## src/rtl/ysyx_24090010_lsu.sv

```systemverilog
// Load/store unit between execute and the data RAM: one operation in flight,
// func3 width/sign decode, optional alignment check, sign/zero-extended load return.
module ysyx_24090010_lsu #(
    parameter int MEM_WAIT    = 1,
    parameter bit CHECK_ALIGN = 1
) (
    input  logic        clk,
    input  logic        rst,
    input  logic        in_valid,
    output logic        in_ready,
    input  logic [31:0] in_addr,
    input  logic [31:0] in_wdata,
    input  logic [2:0]  in_func3,
    input  logic        in_load,
    input  logic        in_store,
    output logic        out_valid,
    input  logic        out_ready,
    output logic [31:0] out_rdata,
    output logic        out_err,
    output logic [31:0] mem_addr,
    output logic [31:0] mem_strb,
    output logic [31:0] mem_wdata,
    output logic        mem_we,
    input  logic [31:0] mem_rdata
);

    typedef enum logic [1:0] {IDLE, ACCESS, DONE} state_t;
    localparam logic [3:0] WAIT_INIT = 4'(MEM_WAIT - 1);

    state_t      state_q, state_d;
    logic [3:0]  cnt_q, cnt_d;
    logic [31:0] addr_q, addr_d;
    logic [31:0] wdata_q, wdata_d;
    logic [2:0]  len_q, len_d;
    logic        sext_q, sext_d;
    logic        store_q, store_d;
    logic [31:0] rdata_q, rdata_d;
    logic        err_q, err_d;

    logic [2:0]  dec_len;
    logic        dec_sext;
    logic        dec_bad;

    function automatic logic [31:0] mask_len(input logic [31:0] d, input logic [2:0] len);
        case (len)
            3'd1:    mask_len = {24'b0, d[7:0]};
            3'd2:    mask_len = {16'b0, d[15:0]};
            default: mask_len = d;
        endcase
    endfunction

    function automatic logic [31:0] extend(input logic [31:0] d, input logic [2:0] len, input logic sx);
        case (len)
            3'd1:    extend = sx ? {{24{d[7]}}, d[7:0]} : {24'b0, d[7:0]};
            3'd2:    extend = sx ? {{16{d[15]}}, d[15:0]} : {16'b0, d[15:0]};
            default: extend = d;
        endcase
    endfunction

    always_comb begin
        dec_len  = 3'd0;
        dec_sext = 1'b0;
        dec_bad  = 1'b0;
        if (in_load && in_store) begin
            dec_bad = 1'b1;
        end else if (in_load) begin
            case (in_func3)
                3'b000:  begin dec_len = 3'd1; dec_sext = 1'b1; end
                3'b001:  begin dec_len = 3'd2; dec_sext = 1'b1; end
                3'b010:  dec_len = 3'd4;
                3'b100:  dec_len = 3'd1;
                3'b101:  dec_len = 3'd2;
                default: dec_bad = 1'b1;
            endcase
        end else if (in_store) begin
            case (in_func3)
                3'b000:  dec_len = 3'd1;
                3'b001:  dec_len = 3'd2;
                3'b010:  dec_len = 3'd4;
                default: dec_bad = 1'b1;
            endcase
        end
        if (CHECK_ALIGN && !dec_bad &&
            ((dec_len == 3'd2 && in_addr[0]) || (dec_len == 3'd4 && in_addr[1:0] != 2'b00)))
            dec_bad = 1'b1;
    end

    always_ff @(posedge clk or negedge rst) begin
        if (!rst) begin
            state_q <= IDLE;
            cnt_q   <= '0;
            addr_q  <= '0;
            wdata_q <= '0;
            len_q   <= '0;
            sext_q  <= 1'b0;
            store_q <= 1'b0;
            rdata_q <= '0;
            err_q   <= 1'b0;
        end else begin
            state_q <= state_d;
            cnt_q   <= cnt_d;
            addr_q  <= addr_d;
            wdata_q <= wdata_d;
            len_q   <= len_d;
            sext_q  <= sext_d;
            store_q <= store_d;
            rdata_q <= rdata_d;
            err_q   <= err_d;
        end
    end

    always_comb begin
        state_d = state_q;
        cnt_d   = cnt_q;
        addr_d  = addr_q;
        wdata_d = wdata_q;
        len_d   = len_q;
        sext_d  = sext_q;
        store_d = store_q;
        rdata_d = rdata_q;
        err_d   = err_q;
        case (state_q)
            IDLE: begin
                if (in_valid) begin
                    addr_d  = in_addr;
                    wdata_d = in_wdata;
                    len_d   = dec_len;
                    sext_d  = dec_sext;
                    store_d = in_store && !in_load;
                    rdata_d = '0;
                    err_d   = dec_bad;
                    if (dec_bad || (!in_load && !in_store)) begin
                        state_d = DONE;
                    end else begin
                        cnt_d   = WAIT_INIT;
                        state_d = ACCESS;
                    end
                end
            end
            ACCESS: begin
                if (cnt_q == 4'd0) begin
                    if (!store_q) rdata_d = extend(mem_rdata, len_q, sext_q);
                    state_d = DONE;
                end else begin
                    cnt_d = cnt_q - 4'd1;
                end
            end
            DONE: begin
                if (out_ready) begin
                    state_d = IDLE;
                    rdata_d = '0;
                    err_d   = 1'b0;
                end
            end
            default: state_d = IDLE;
        endcase
    end

    // mem_we is purely combinational from state so an async reset drops it at once
    always_comb begin
        in_ready  = rst && (state_q == IDLE);
        out_valid = (state_q == DONE);
        out_rdata = rdata_q;
        out_err   = err_q;
        mem_addr  = '0;
        mem_strb  = '0;
        mem_wdata = '0;
        mem_we    = 1'b0;
        if (state_q == ACCESS) begin
            mem_addr  = addr_q;
            mem_strb  = {29'b0, len_q};
            mem_wdata = store_q ? mask_len(wdata_q, len_q) : 32'b0;
            mem_we    = store_q && (cnt_q == 4'd0);
        end
    end

endmodule

```

## config.mk

```make
export PLATFORM = sky130hd
export DESIGN_NAME = ysyx_24090010_lsu
export DESIGN_NICKNAME = d
export VERILOG_FILES = /design/src/rtl/ysyx_24090010_lsu.sv
export SDC_FILE = /design/constraint.sdc
export NUM_CORES = 1
export LEC_CHECK = 0
export BUFFER_PORTS_ARGS = -buffer_cell sky130_fd_sc_hd__buf_2
export CORE_MARGIN = 4
export CORE_UTILIZATION = 50
export CTS_BUF_LIST = sky130_fd_sc_hd__clkbuf_2 sky130_fd_sc_hd__clkbuf_4 sky130_fd_sc_hd__clkbuf_8
export CTS_CLUSTER_SIZE = 16
export DETAILED_ROUTE_END_ITERATION = 6
export PLACE_DENSITY = 0.89
export RECOVER_POWER = 50
export REMOVE_ABC_BUFFERS = 1
export SLEW_MARGIN = 30
export SYNTH_ARGS = -nofsm -noshare
export SYNTH_HDL_FRONTEND = slang
export SYNTH_SLANG_ARGS = --single-unit
```

## constraint.sdc

```tcl
create_clock -name clk -period 3.28 [get_ports clk]
set_clock_uncertainty 0.1 [all_clocks]
set_input_delay 0.328 -clock clk [delete_from_list [all_inputs] [get_ports clk]]
set_output_delay 0.328 -clock clk [all_outputs]
set_load 0.05 [all_outputs]
```

* After elaboration in Yosys (flattened, before gate mapping)
Index checks and enable logic that the tools add are counted.
** Word-level totals
- Memory bits (writable) :: 0
- Bits in latches :: 0
- Bits in read-only memories :: 0
- Memories kept :: 0
- Output and inout port bits :: 132
- Logic and storage cells :: 96
- Bits in registers :: 108
- Bits of input ports :: 105
** Cells by class
- Magnitude comparators :: 0
- Shifts and indexed selects :: 0
- $mul :: 0
- Mux-type cells :: 40
- Reductions and logical operators :: 30
- Div/mod/pow operators :: 0
- Equality and inequality tests :: 16
- Bitwise gates (word level) :: 0
- Add/subtract/negate cells :: 1
** Operator list (number)
- 2-to-1 mux 32 bit :: 9
- one-hot mux 32 bit (2 select lines) :: 2
- one-hot mux 32 bit (3 select lines) :: 1
- one-hot mux 3 bit (3 select lines) :: 2
- 2-to-1 mux 1 bit :: 12
- 2-to-1 mux 3 bit :: 4
- 2-to-1 mux 4 bit :: 3
- inequality test 2 bit (second input constant) :: 5
- == test 3 x 2 -> 1 bit (second input constant) :: 3
- == test 3 bit (second input constant) :: 3
- logical AND 1 bit :: 8
- 2-to-1 mux 2 bit :: 4
- one-hot mux 4 bit (2 select lines) :: 1
- == test 3 x 1 -> 1 bit (second input constant) :: 2
- one-hot mux 2 bit (3 select lines) :: 1
- AND reduction 3 bit :: 2
- nonzero test 2 bit :: 3
- OR reduction 2 bit :: 3
- AND reduction 5 bit :: 1
- OR reduction 5 bit :: 1
- logical NOT 4 bit :: 1
- AND reduction 4 bit :: 1
- subtractor 4 x 1 -> 4 bit (second input constant) :: 1
- logical NOT 1 bit :: 3
- other kinds (10) :: 11

* Logic depth before layout (Yosys ltp)
Gate-level depths: netlist (run 1).
- Depth after elaboration :: 14
- Gate-level depth with buffers :: 8
- Depth with buffers taken out :: 6

* Worst setup path before layout (run 1)
Ideal clock, no wire load.
- Path kind :: register to register
- Start :: register cnt_q[0]
- End :: register rdata_q[18], in the netlist out_rdata[18]
- Data required time :: 3084 ps
- Path buffers :: 2
- Arrival time :: 1985 ps
- Clock period less this slack :: 2180 ps
- Cell stages (with the launch flop) :: 9
- Slack :: 1100 ps
- Library setup time :: 96 ps
- Cells stage by stage :: dfrtp_1 > inv_1 > ha_1 > or3b_4 > o31a_1 > or2_1 > buf_6 > buf_6 > o31ai_1
** Between the ends
- Longest elaborated chain between the ends :: 3
** RTL lines
- from (decl) :: RTL line 31 : logic [3:0] cnt_q, cnt_d;
- from (signal assigned) :: RTL line 101 : cnt_q <= cnt_d;
- logical NOT 4 bit :: RTL line 141 : if (cnt_q == 4'd0) begin
- inequality test 2 bit (no line)
- AND reduction 5 bit (no line)
- to (signal assigned) :: RTL line 107 : rdata_q <= rdata_d;
- to (decl) :: RTL line 37 : logic [31:0] rdata_q, rdata_d;
Every way passes these cells.
A chain may end at the register's enable or synchronous reset.

* Worst setup path in the final report (run 1)
- Start :: register state_q[0]
- End :: output mem_wdata[30]
** Between the ends
- Longest elaborated chain between the ends :: 2
** RTL lines
- from (decl) :: RTL line 30 : state_t state_q, state_d;
- from (signal assigned) :: RTL line 100 : state_q <= state_d;
- == test 2 x 1 -> 1 bit :: RTL line 169 : if (state_q == ACCESS) begin
- 2-to-1 mux 32 bit :: RTL line 169
- to (decl) :: RTL line 22 : output logic [31:0] mem_wdata,
Every way passes these cells.

==> impl_metrics.yaml, run 1 <==
timing:
  drv_slew: 33
  relSlewSlack: -0.1125
  rsz0062_at_grt: "false"
  finalSetupViolations: 0
  tightest_slew_ns: 1.669
  max_freq_mhz: 362.8
  finalWorstSetupSlack_ns: 0.5235
  fin_crit_sh: 0.8404
  fin_tns_setup_ns: 0
  timing.hold.ws_ns: 0.04980
  fin_crit_ns: 2.756
  hold_violations: 0
logic_synthesis:
  synthCells: 606
  yosys.area.top_type: "dfrtp_1"
  synth-simple-area-share: 0.2825
  synth_flop_cell: "dfrtp_1"
  synth_warnings: 0
  yosysUniqueCellTypes: 44
  synth_compound_area_frac: 0.1136
  synth-seq-cells: 108
  synth_top_area_frac: 0.5175
  syn_avg_cell_area_um2: 8.618
  synth.area.mux_share: 0.002156
  ys_top_cells_by_area: "dfrtp_1, nand2_1, and2_1"
  yosys.area_share.xor_xnor: 0.003354
  ys_seq_area_frac: 0.5175
  synth_top_family_by_area: "simple AND/OR/NAND/NOR gates"
  synth-edff-count: 0
  async_flop_share: 1.000
  synthesis.area_um2: 5223
  synth_adder_area_share: 0.006708
global_route:
  grt_overflow: 0
  grt_max_degree: 67
  met1_usage: 0.2807
  grt_pass1_wl_um: 21000
  met2_usage: 0.3627
  grt_pass1_vias: 4424
  antenna_found_initial: 0
  grt_busiest_layer: "met2"
  grt_use_total: 0.2169
  grt_util_met3: 0.05999
power:
  p_int_mw: 2.894
  switchingPower_mw: 2.637
  power_density_nw_per_um2: 861.3
  max-vdd-ir-drop_uv: 442.8
  p_sw_frac: 0.4767
  power_frac_seq: 0.399
  clkPwrFrac: 0.157
  combinationalPowerShare: 0.444
  p_leak_nw: 3.545
place:
  place_area_um2: 6246
  gp_congestion: 0.8730
  dp_hpwl_um: 9661
  place_ws_ns: 0.5467
  numPortBuffers: 207
drt:
  drt-total-wl_um: 13400
  via_per_inst: 4.978
  postRouteAntennaNets: 0
  first_pass_iters: 4
  drcViolationCount: 0
  drtIter0Drc: 276
  num_vias: 4674
  wl_per_cell_um: 14.27
layout:
  drive_gt1_frac: 0.2565
  synthToLayoutAreaGrowth_pct: 22.95
  diodes: 0
  fin_nets: 905
  design_area_um2: 6421
  final_common_cell: "nand2_1"
  fillCellCount: 940
  layout_common_cells: "nand2_1, buf_2, dfrtp_1, and2_1, clkbuf_1"
floorplan:
  die_h_um: 110.2
  die_area_um2: 12140
  initial_core_util: 0.5105
  core_um2: 10230
  ios: 237
  die_x_um: 110.2
  rows: 37
worst_hold_path:
  worstHoldStart: "in_addr[5]"
  hold_path.class: "in -> reg"
  hold_depth: 3
  hold_path_end: "addr_q[5]"
clock_network:
  cts_tree: "yes"
  cts_setup_buffers: 0
  cts_buffers: 9
  htree_levels: 3
  postCtsHoldBufs: 1
  clkLatencyLatePin_ns: 0.35
  clock-sinks: 108
  clk_pin_slew_ns: 0.11
  clock_path_buffers: 2
  cts_root_buf: "clkbuf_8"
  cts_resized: 0
worst_setup_path:
  slowest_delay_ns: 0.70
  path_class: "reg -> out"
  required_ns: 2.85
  endpoint_kind: "output port"
  start_kind: "register"
  reg2reg_from: "cnt_q[0]"
  cp.arrival_ns: 2.33
  ff2ff_setup_slack_ns: 0.65
  worst-path-buf-inv: 1
  crit_path_max_fanout: 16
  cp_cell_sequence: "nor2b_4 -> nand2_1 -> nor2_1 -> and2_1 -> buf_2"
  rr_endpoint: "out_rdata[26]"
  cp_slowest_cell: "nor2_1"
  crit_family: "simple AND/OR/NAND/NOR gates"
  reg2reg_depth: 7
outcome:
  status: "finished, violations left"
  violations: "capacitance limit, slew limit"
flow_run:
  maxCapViolations: 1
worst max path at each step:
stage | startpoint | to | cells past startpoint
floorplan | state_q[0] | mem_wdata[16] | 4
global placement | cnt_q[0] | out_rdata[18] | 7
detailed placement | cnt_q[0] | out_rdata[26] | 7
CTS | cnt_q[0] | out_rdata[26] | 7
global route | store_q | mem_wdata[18] | 4
finish | state_q[0] | mem_wdata[30] | 5
synth_stat cells, types with 2 or more instances:
cell,n
a21oi_1,17
a22o_1,2
a22oi_1,2
and2_1,62
and3_1,9
buf_1,3
buf_4,29
buf_6,3
clkbuf_1,28
dfrtp_1,108
ha_1,2
inv_1,3
nand2_1,212
nand2b_1,6
nor2_1,24
nor2b_1,3
nor3_1,3
o21ai_0,32
o21ai_1,7
o2bb2ai_1,8
o31ai_1,18
or3b_2,2
xnor2_1,2
registers in the layout, indices dropped and copies added, names as in the netlist:
| signal | flops |
|---|---|
| addr_q | 32 |
| cnt_q | 4 |
| len_q | 3 |
| out_err | 1 |
| out_rdata | 32 |
| sext_q | 1 |
| state_q | 2 |
| store_q | 1 |
| wdata_q | 32 |
power by group through the flow:
| stage | logic [mW] | registers, mW | clock network, mW |
|---|---|---|---|
| detailed placement | 2.51 | 2.23 | 0 |
| global placement | 2.46 | 2.20 | 0 |
| global route | 2.71 | 2.29 | 0.941 |
| finish | 2.45 | 2.21 | 0.867 |
| floorplan | 1.42 | 2.58 | 0 |
| CTS | 2.52 | 2.20 | 0.888 |
worst register-to-register path, delay by kind of cell, from the launching register on:
kind                       cells  cell delay [ns]
DFF                            1             0.43
adders and majority gates      1             0.16
AOI/OAI and AO/OA              2             0.59
and+or+nand+nor                2             0.94
buffers and inverters          2             0.31
cells by family after synthesis:
group,Yosys count
AO/OA/AOI/OAI,95
XOR/XNOR,2
adder cells (fa/ha/maj),3
buffers and inverters,67
flip-flops,108
multiplexers,1
other,1
AND/OR/NAND/NOR,329
stage by stage:
| stage | power (mW) | std cells | util |
|---|---|---|---|
| floorplan | 4.001 | 570 | - |
| global placement | 4.664 | 922 | 0.6101 |
| detailed placement | 4.737 | 922 | 0.6105 |
| CTS | 5.613 | 939 | 0.6326 |
| global route | 5.940 | 939 | 0.6276 |
| finish | 5.531 | 939 | 0.6276 |
final cells by class:
type | count | area, um^2 | area share
Clock buffer | 10 | 137.6 | 0.02143
Inverter | 3 | 11.26 | 0.001754
Tap cell | 136 | 170.2 | 0.02650
Sequential cell | 108 | 2703 | 0.4209
Clock inverter | 6 | 78.83 | 0.01228
Multi-Input combinational cell | 459 | 2252 | 0.3507
Timing Repair Buffer | 217 | 1069 | 0.1664
per-layer routing:
| metal | up-vias | share of wire |
|---|---|---|
| met5 | - | 0 |
| met4 | 0 | 0.0096 |
| met3 | 10 | 0.090 |
| met2 | 185 | 0.50 |
| met1 | 2195 | 0.40 |
| li1 | 2284 | - |
Note: power is estimated with default switching activity, not from simulation.
==> run 2: changes to the inputs <==
--- a/config.mk
+++ b/config.mk
@@ -5,13 +5,14 @@
 export SDC_FILE = /design/constraint.sdc
 export NUM_CORES = 1
 export LEC_CHECK = 0
+export ABC_AREA = 1
 export BUFFER_PORTS_ARGS = -buffer_cell sky130_fd_sc_hd__buf_2
 export CORE_MARGIN = 4
-export CORE_UTILIZATION = 50
+export CORE_UTILIZATION = 49
 export CTS_BUF_LIST = sky130_fd_sc_hd__clkbuf_2 sky130_fd_sc_hd__clkbuf_4 sky130_fd_sc_hd__clkbuf_8
 export CTS_CLUSTER_SIZE = 16
 export DETAILED_ROUTE_END_ITERATION = 6
-export PLACE_DENSITY = 0.89
+export PLACE_DENSITY = 0.88
 export RECOVER_POWER = 50
 export REMOVE_ABC_BUFFERS = 1
 export SLEW_MARGIN = 30
==> constraint.sdc (replaced) <==
create_clock -name clk -period 2.6 [get_ports clk]
set_clock_uncertainty 0.1 [all_clocks]
set_input_delay 0.26 -clock clk [delete_from_list [all_inputs] [get_ports clk]]
set_output_delay 0.26 -clock clk [all_outputs]
set_load 0.05 [all_outputs]
==> impl_metrics.yaml, run 2 <==
worst_hold_path:
  hold_path_end: "addr_q[26]"
  hold_depth: 3
  hold_path.class: "in -> reg"
  worstHoldStart: "in_addr[26]"
place:
  dp_cells: 997
  gp_congestion: 0.8252
  numPortBuffers: 207
  dp_hpwl_um: 9675
  place_area_um2: 6334
layout:
  multi_input_area_um2: 2136
  design_area_um2: 6930
  finalNonFillerCells: 1062
  synthToLayoutAreaGrowth_pct: 29.48
  layout_common_cells: "nand2_1, buf_2, dfrtp_1, nor2_1, o21ai_0"
  seqCellArea_um2: 2703
  drive_gt1_frac: 0.2333
  fin_nets: 1028
  fillCellCount: 903
  final_core_utilization: 0.6624
  diodes: 0
  final_common_cell: "nand2_1"
global_route:
  antenna_found_initial: 0
  grt_pass1_wl_um: 24630
  grt_util_met3: 0.04259
  grt_pass1_vias: 5211
  grt_busiest_layer: "met2"
  met1_usage: 0.2979
  grt_use_total: 0.2353
  met2_usage: 0.3997
  grt_overflow: 0
  grt_max_degree: 105
logic_synthesis:
  synth-edff-count: 0
  synthCells: 683
  synth-seq-cells: 108
  yosysUniqueCellTypes: 32
  synth_flop_cell: "dfrtp_1"
  synthTopCellsByCount: "nand2_1, dfrtp_1, nor2_1"
  syn_avg_cell_area_um2: 7.837
  synth_top_area_frac: 0.5049
  synthesis.area_um2: 5353
  ys_top_cells_by_area: "dfrtp_1, nand2_1, nor2_1"
  yosysMostFrequentCell: "nand2_1"
  async_flop_share: 1.000
  yosys.area.top_type: "dfrtp_1"
  ys_seq_area_frac: 0.5049
  synth_warnings: 0
timing:
  timing.hold.ws_ns: 0.01075
  fin_crit_ns: 2.440
  tightest_slew_ns: 1.388
  hold_violations: 0
  max_freq_mhz: 409.9
  relSlewSlack: 0.07436
  rsz0062_at_grt: "false"
  finalSetupViolations: 0
  drv_slew: 0
  fin_crit_sh: 0.9383
worst_setup_path:
  slowest_delay_ns: 0.44
  cp_slowest_cell: "dfrtp_1"
  cp.arrival_ns: 2.08
  crit_family: "simple AND/OR/NAND/NOR gates"
  reg2reg_from: "state_q[0]"
  ff2ff_setup_slack_ns: 0.34
  rr_endpoint: "addr_q[5]"
  crit_path_max_fanout: 19
  cp_cell_sequence: "nor3_4 -> inv_4 -> nand2_8 -> clkinvlp_4 -> nand2_1 -> nor2_1 -> buf_2"
  worst-path-buf-inv: 3
  required_ns: 2.24
  reg2reg_depth: 6
  start_kind: "register"
  endpoint_kind: "output port"
  path_class: "reg -> out"
floorplan:
  initial_core_util: 0.5116
  ios: 237
  core_um2: 10460
  die_area_um2: 12660
  rows: 37
  die_x_um: 112.5
  die_h_um: 112.5
drt:
  drtIter0Drc: 427
  postRouteAntennaNets: 0
  first_pass_iters: 7
  num_vias: 5241
  drt-total-wl_um: 14960
  wl_per_cell_um: 14.09
  via_per_inst: 4.935
  drcViolationCount: 0
power:
  p_leak_nw: 3.748
  totalPowerFinal_mw: 7.550
  max-vdd-ir-drop_uv: 781.9
  power_density_nw_per_um2: 1089
clock_network:
  cts_buffers: 9
  cts_tree: "yes"
  clkLatencyLatePin_ns: 0.35
  cts_root_buf: "clkbuf_8"
  clk_pin_slew_ns: 0.10
  clock_path_buffers: 2
  htree_levels: 3
  clock-sinks: 108
flow_run:
  maxCapViolations: 0
outcome:
  status: "finished clean"
-- run 2: kinds of logic after synthesis --
group | synth area share
and+or+nand+nor | 0.2789
buffers and inverters | 0.1148
DFF | 0.5049
AOI/OAI and AO/OA | 0.09280
xor gates and xnor gates | 0.003273
adders and majority gates | 0.004674
other | 0.0007006
-- run 2: where the power goes --
group | internal (mW) | leakage [nW] | switching, mW
registers | 2.38 | 1.39 | 0.383
clock network | 0.356 | 0.0942 | 0.574
logic | 0.890 | 2.26 | 2.97
-- run 2: final cells by class --
cell class,count,share of cell area
clock buffer,9,0.01787
clock inverter,7,0.007222
inverter,57,0.03177
multi-input combinational,482,0.3082
sequential,108,0.3900
tap,136,0.02455
timing repair buffer,262,0.2194
timing repair inverter,1,0.001083
-- run 2: timing repair --
item / 4_1_cts / 5_1_grt
buffers inserted: 0 / 0
gates resized for setup: 1 / 3
gates cloned: 0 / 1
hold buffers: 48 / 0
endpoints found under the setup margin: 3 / 16
hold endpoints to repair: 152 / 0
-- run 2: metrics by stage --
stage	TNS [ns]	setup slack [ns]
CTS	0	0.03840
global placement	0	0.4514
global route	0	0.02783
detailed placement	0	0.3681
floorplan	-28.96	-0.9864
finish	0	0.1603
-- run 2: worst max path at each step --
stage          startpoint       endpoint  slack (ns)  cells past startpoint
2_1_floorplan  state_q[0]  mem_wdata[10]       -0.99                      4
3_3_place_gp     len_q[0]  mem_wdata[26]        0.45                      8
3_5_place_dp     len_q[0]  mem_wdata[23]        0.37                      8
4_1_cts          len_q[2]  mem_wdata[23]        0.04                      7
5_1_grt          len_q[1]  mem_wdata[17]        0.03                      7
6_report         len_q[2]  mem_wdata[23]        0.16                      7
-- run 2: layer usage --
layer	routed length (um)	vias up
li1	-	2523
met1	6233	2421
met2	7240	256
met3	1038	41
met4	450	0
met5	0	-
-- run 2: tightest hold or removal path, stage by stage --
cell	delay (ns)
buf_2	0.07
nand2_1	0.04
o21ai_0	0.06
==> run 3: changes to the inputs <==
--- a/config.mk
+++ b/config.mk
@@ -15,6 +15,7 @@
 export PLACE_DENSITY = 0.88
 export RECOVER_POWER = 50
 export REMOVE_ABC_BUFFERS = 1
+export SETUP_SLACK_MARGIN = 0.5
 export SLEW_MARGIN = 30
 export SYNTH_ARGS = -nofsm -noshare
 export SYNTH_HDL_FRONTEND = slang
==> impl_metrics.yaml, run 3 (synthesis results as in run 2) <==
outcome:
  status: "finished clean"
global_route:
  grt_pass1_wl_um: 24760
  grt_use_total: 0.2369
  grt_max_degree: 105
  grt_overflow: 0
  grt_pass1_vias: 5174
  antenna_found_initial: 0
floorplan:
  rows: 37
  core_um2: 10460
  die_h_um: 112.5
  die_area_um2: 12660
  ios: 237
  initial_core_util: 0.5116
  die_x_um: 112.5
worst_setup_path:
  reg2reg_depth: 8
  cp_cell_sequence: "inv_2 -> nor3_4 -> inv_2 -> nand2_8 -> clkinvlp_4 -> buf_12 -> nand2_1 -> nor2_1 -> buf_6"
  endpoint_kind: "output port"
  cp.arrival_ns: 1.74
  cp_slowest_cell: "dfrtp_1"
  slowest_delay_ns: 0.43
  rr_endpoint: "cnt_q[3]"
  cpMostUsedCell: "inv_2"
  ff2ff_setup_slack_ns: 0.51
  required_ns: 2.24
  reg2reg_from: "state_q[0]"
  path_class: "reg -> out"
  start_kind: "register"
  crit_path_max_fanout: 16
timing:
  relSlewSlack: 0.07168
  finalSetupViolations: 0
  max_freq_mhz: 475.2
  rsz0062_at_grt: "true"
  timing.hold.ws_ns: 0.01296
  hold_violations: 0
  finalWorstSetupSlack_ns: 0.4958
  fin_crit_sh: 0.8093
  fin_crit_ns: 2.104
  tightest_slew_ns: 1.392
  drv_slew: 0
clock_network:
  clock-sinks: 108
  htree_levels: 3
  clkLatencyLatePin_ns: 0.36
  clk_pin_slew_ns: 0.10
  cts_tree: "yes"
  clock_path_buffers: 2
  cts_buffers: 9
  cts_root_buf: "clkbuf_8"
drt:
  first_pass_iters: 5
  wl_per_cell_um: 14.25
  drcViolationCount: 0
  via_per_inst: 4.909
  drtIter0Drc: 476
  drt-total-wl_um: 15170
  num_vias: 5228
  postRouteAntennaNets: 0
layout:
  layout_common_cells: "nand2_1, buf_2, dfrtp_1, nor2_1, o21ai_0"
  finalNonFillerCells: 1065
  fillCellCount: 850
  drive_gt1_frac: 0.2443
  fin_nets: 1031
  diodes: 0
  final_core_utilization: 0.6845
  final_common_cell: "nand2_1"
  synthToLayoutAreaGrowth_pct: 33.80
power:
  power_density_nw_per_um2: 1075
  max-vdd-ir-drop_uv: 854.3
  p_leak_nw: 3.803
  totalPowerFinal_mw: 7.697
worst_hold_path:
  hold_path_end: "addr_q[26]"
  worstHoldStart: "in_addr[26]"
  hold_path.class: "in -> reg"
  hold_depth: 3
place:
  numPortBuffers: 207
  place_ws_ns: 0.3681
  dp_cells: 997
  dp_hpwl_um: 9675
  gp_congestion: 0.8252
flow_run:
  maxCapViolations: 0
==> run 3: power breakdown <==
group | total (mW) | switching [mW] | internal, mW | leakage, nW
combinational | 3.99 | 2.99 | 0.993 | 2.32
sequential | 2.77 | 0.392 | 2.38 | 1.39
clock | 0.937 | 0.581 | 0.357 | 0.0942
==> run 3: worst max path at each step <==
stage	startpoint	slack, ns	cells after the start	endpoint
floorplan	state_q[0]	-0.99	4	mem_wdata[10]
global placement	len_q[0]	0.45	8	mem_wdata[26]
detailed placement	len_q[0]	0.37	8	mem_wdata[23]
CTS	len_q[2]	0.49	8	mem_wdata[23]
global route	state_q[0]	0.34	8	cnt_q[1]
finish	len_q[1]	0.50	9	mem_wdata[26]
==> run 3: layer usage <==
layer	track usage	part of all wire	up-vias
met2	0.4056	0.49	245
li1	-	-	2529
met3	0.04852	0.072	33
met4	0.07212	0.024	0
met5	0	0	-
met1	0.3034	0.41	2421
==> run 3: layout make-up <==
| type | count | area (um^2) | area share |
|---|---|---|---|
| repair buffers | 266 | 1735 | 0.2423 |
| well taps | 136 | 170.2 | 0.02376 |
| clock buffers | 9 | 123.9 | 0.01730 |
| clock inverters | 7 | 50.05 | 0.006988 |
| flip-flops and latches | 108 | 2705 | 0.3777 |
| multi-input cells | 482 | 2157 | 0.3012 |
| inverters | 57 | 220.2 | 0.03075 |
==> run 3: what timing repair did <==
item,in CTS,in global routing
hold buffers,48,0
buffers inserted,4,0
setup endpoints to repair,25,56
gates resized for setup,32,35
hold endpoints to repair,152,0
pin swaps,2,1
==> run 3: stage by stage <==
stage / setup TNS (ns) / instance area, um^2
3_5_place_dp: 0 / 6334
2_1_floorplan: -28.96 / 5057
4_1_cts: 0 / 7108
6_report: 0 / 7162
5_1_grt: 0 / 7162
3_3_place_gp: 0 / 6334
==> run 3: critical path: cells and delay by family, from the launching register on <==
kind	cells	cell delay (ns)
buf+inv	5	0.59
simple gates	4	0.34
flops	1	0.43
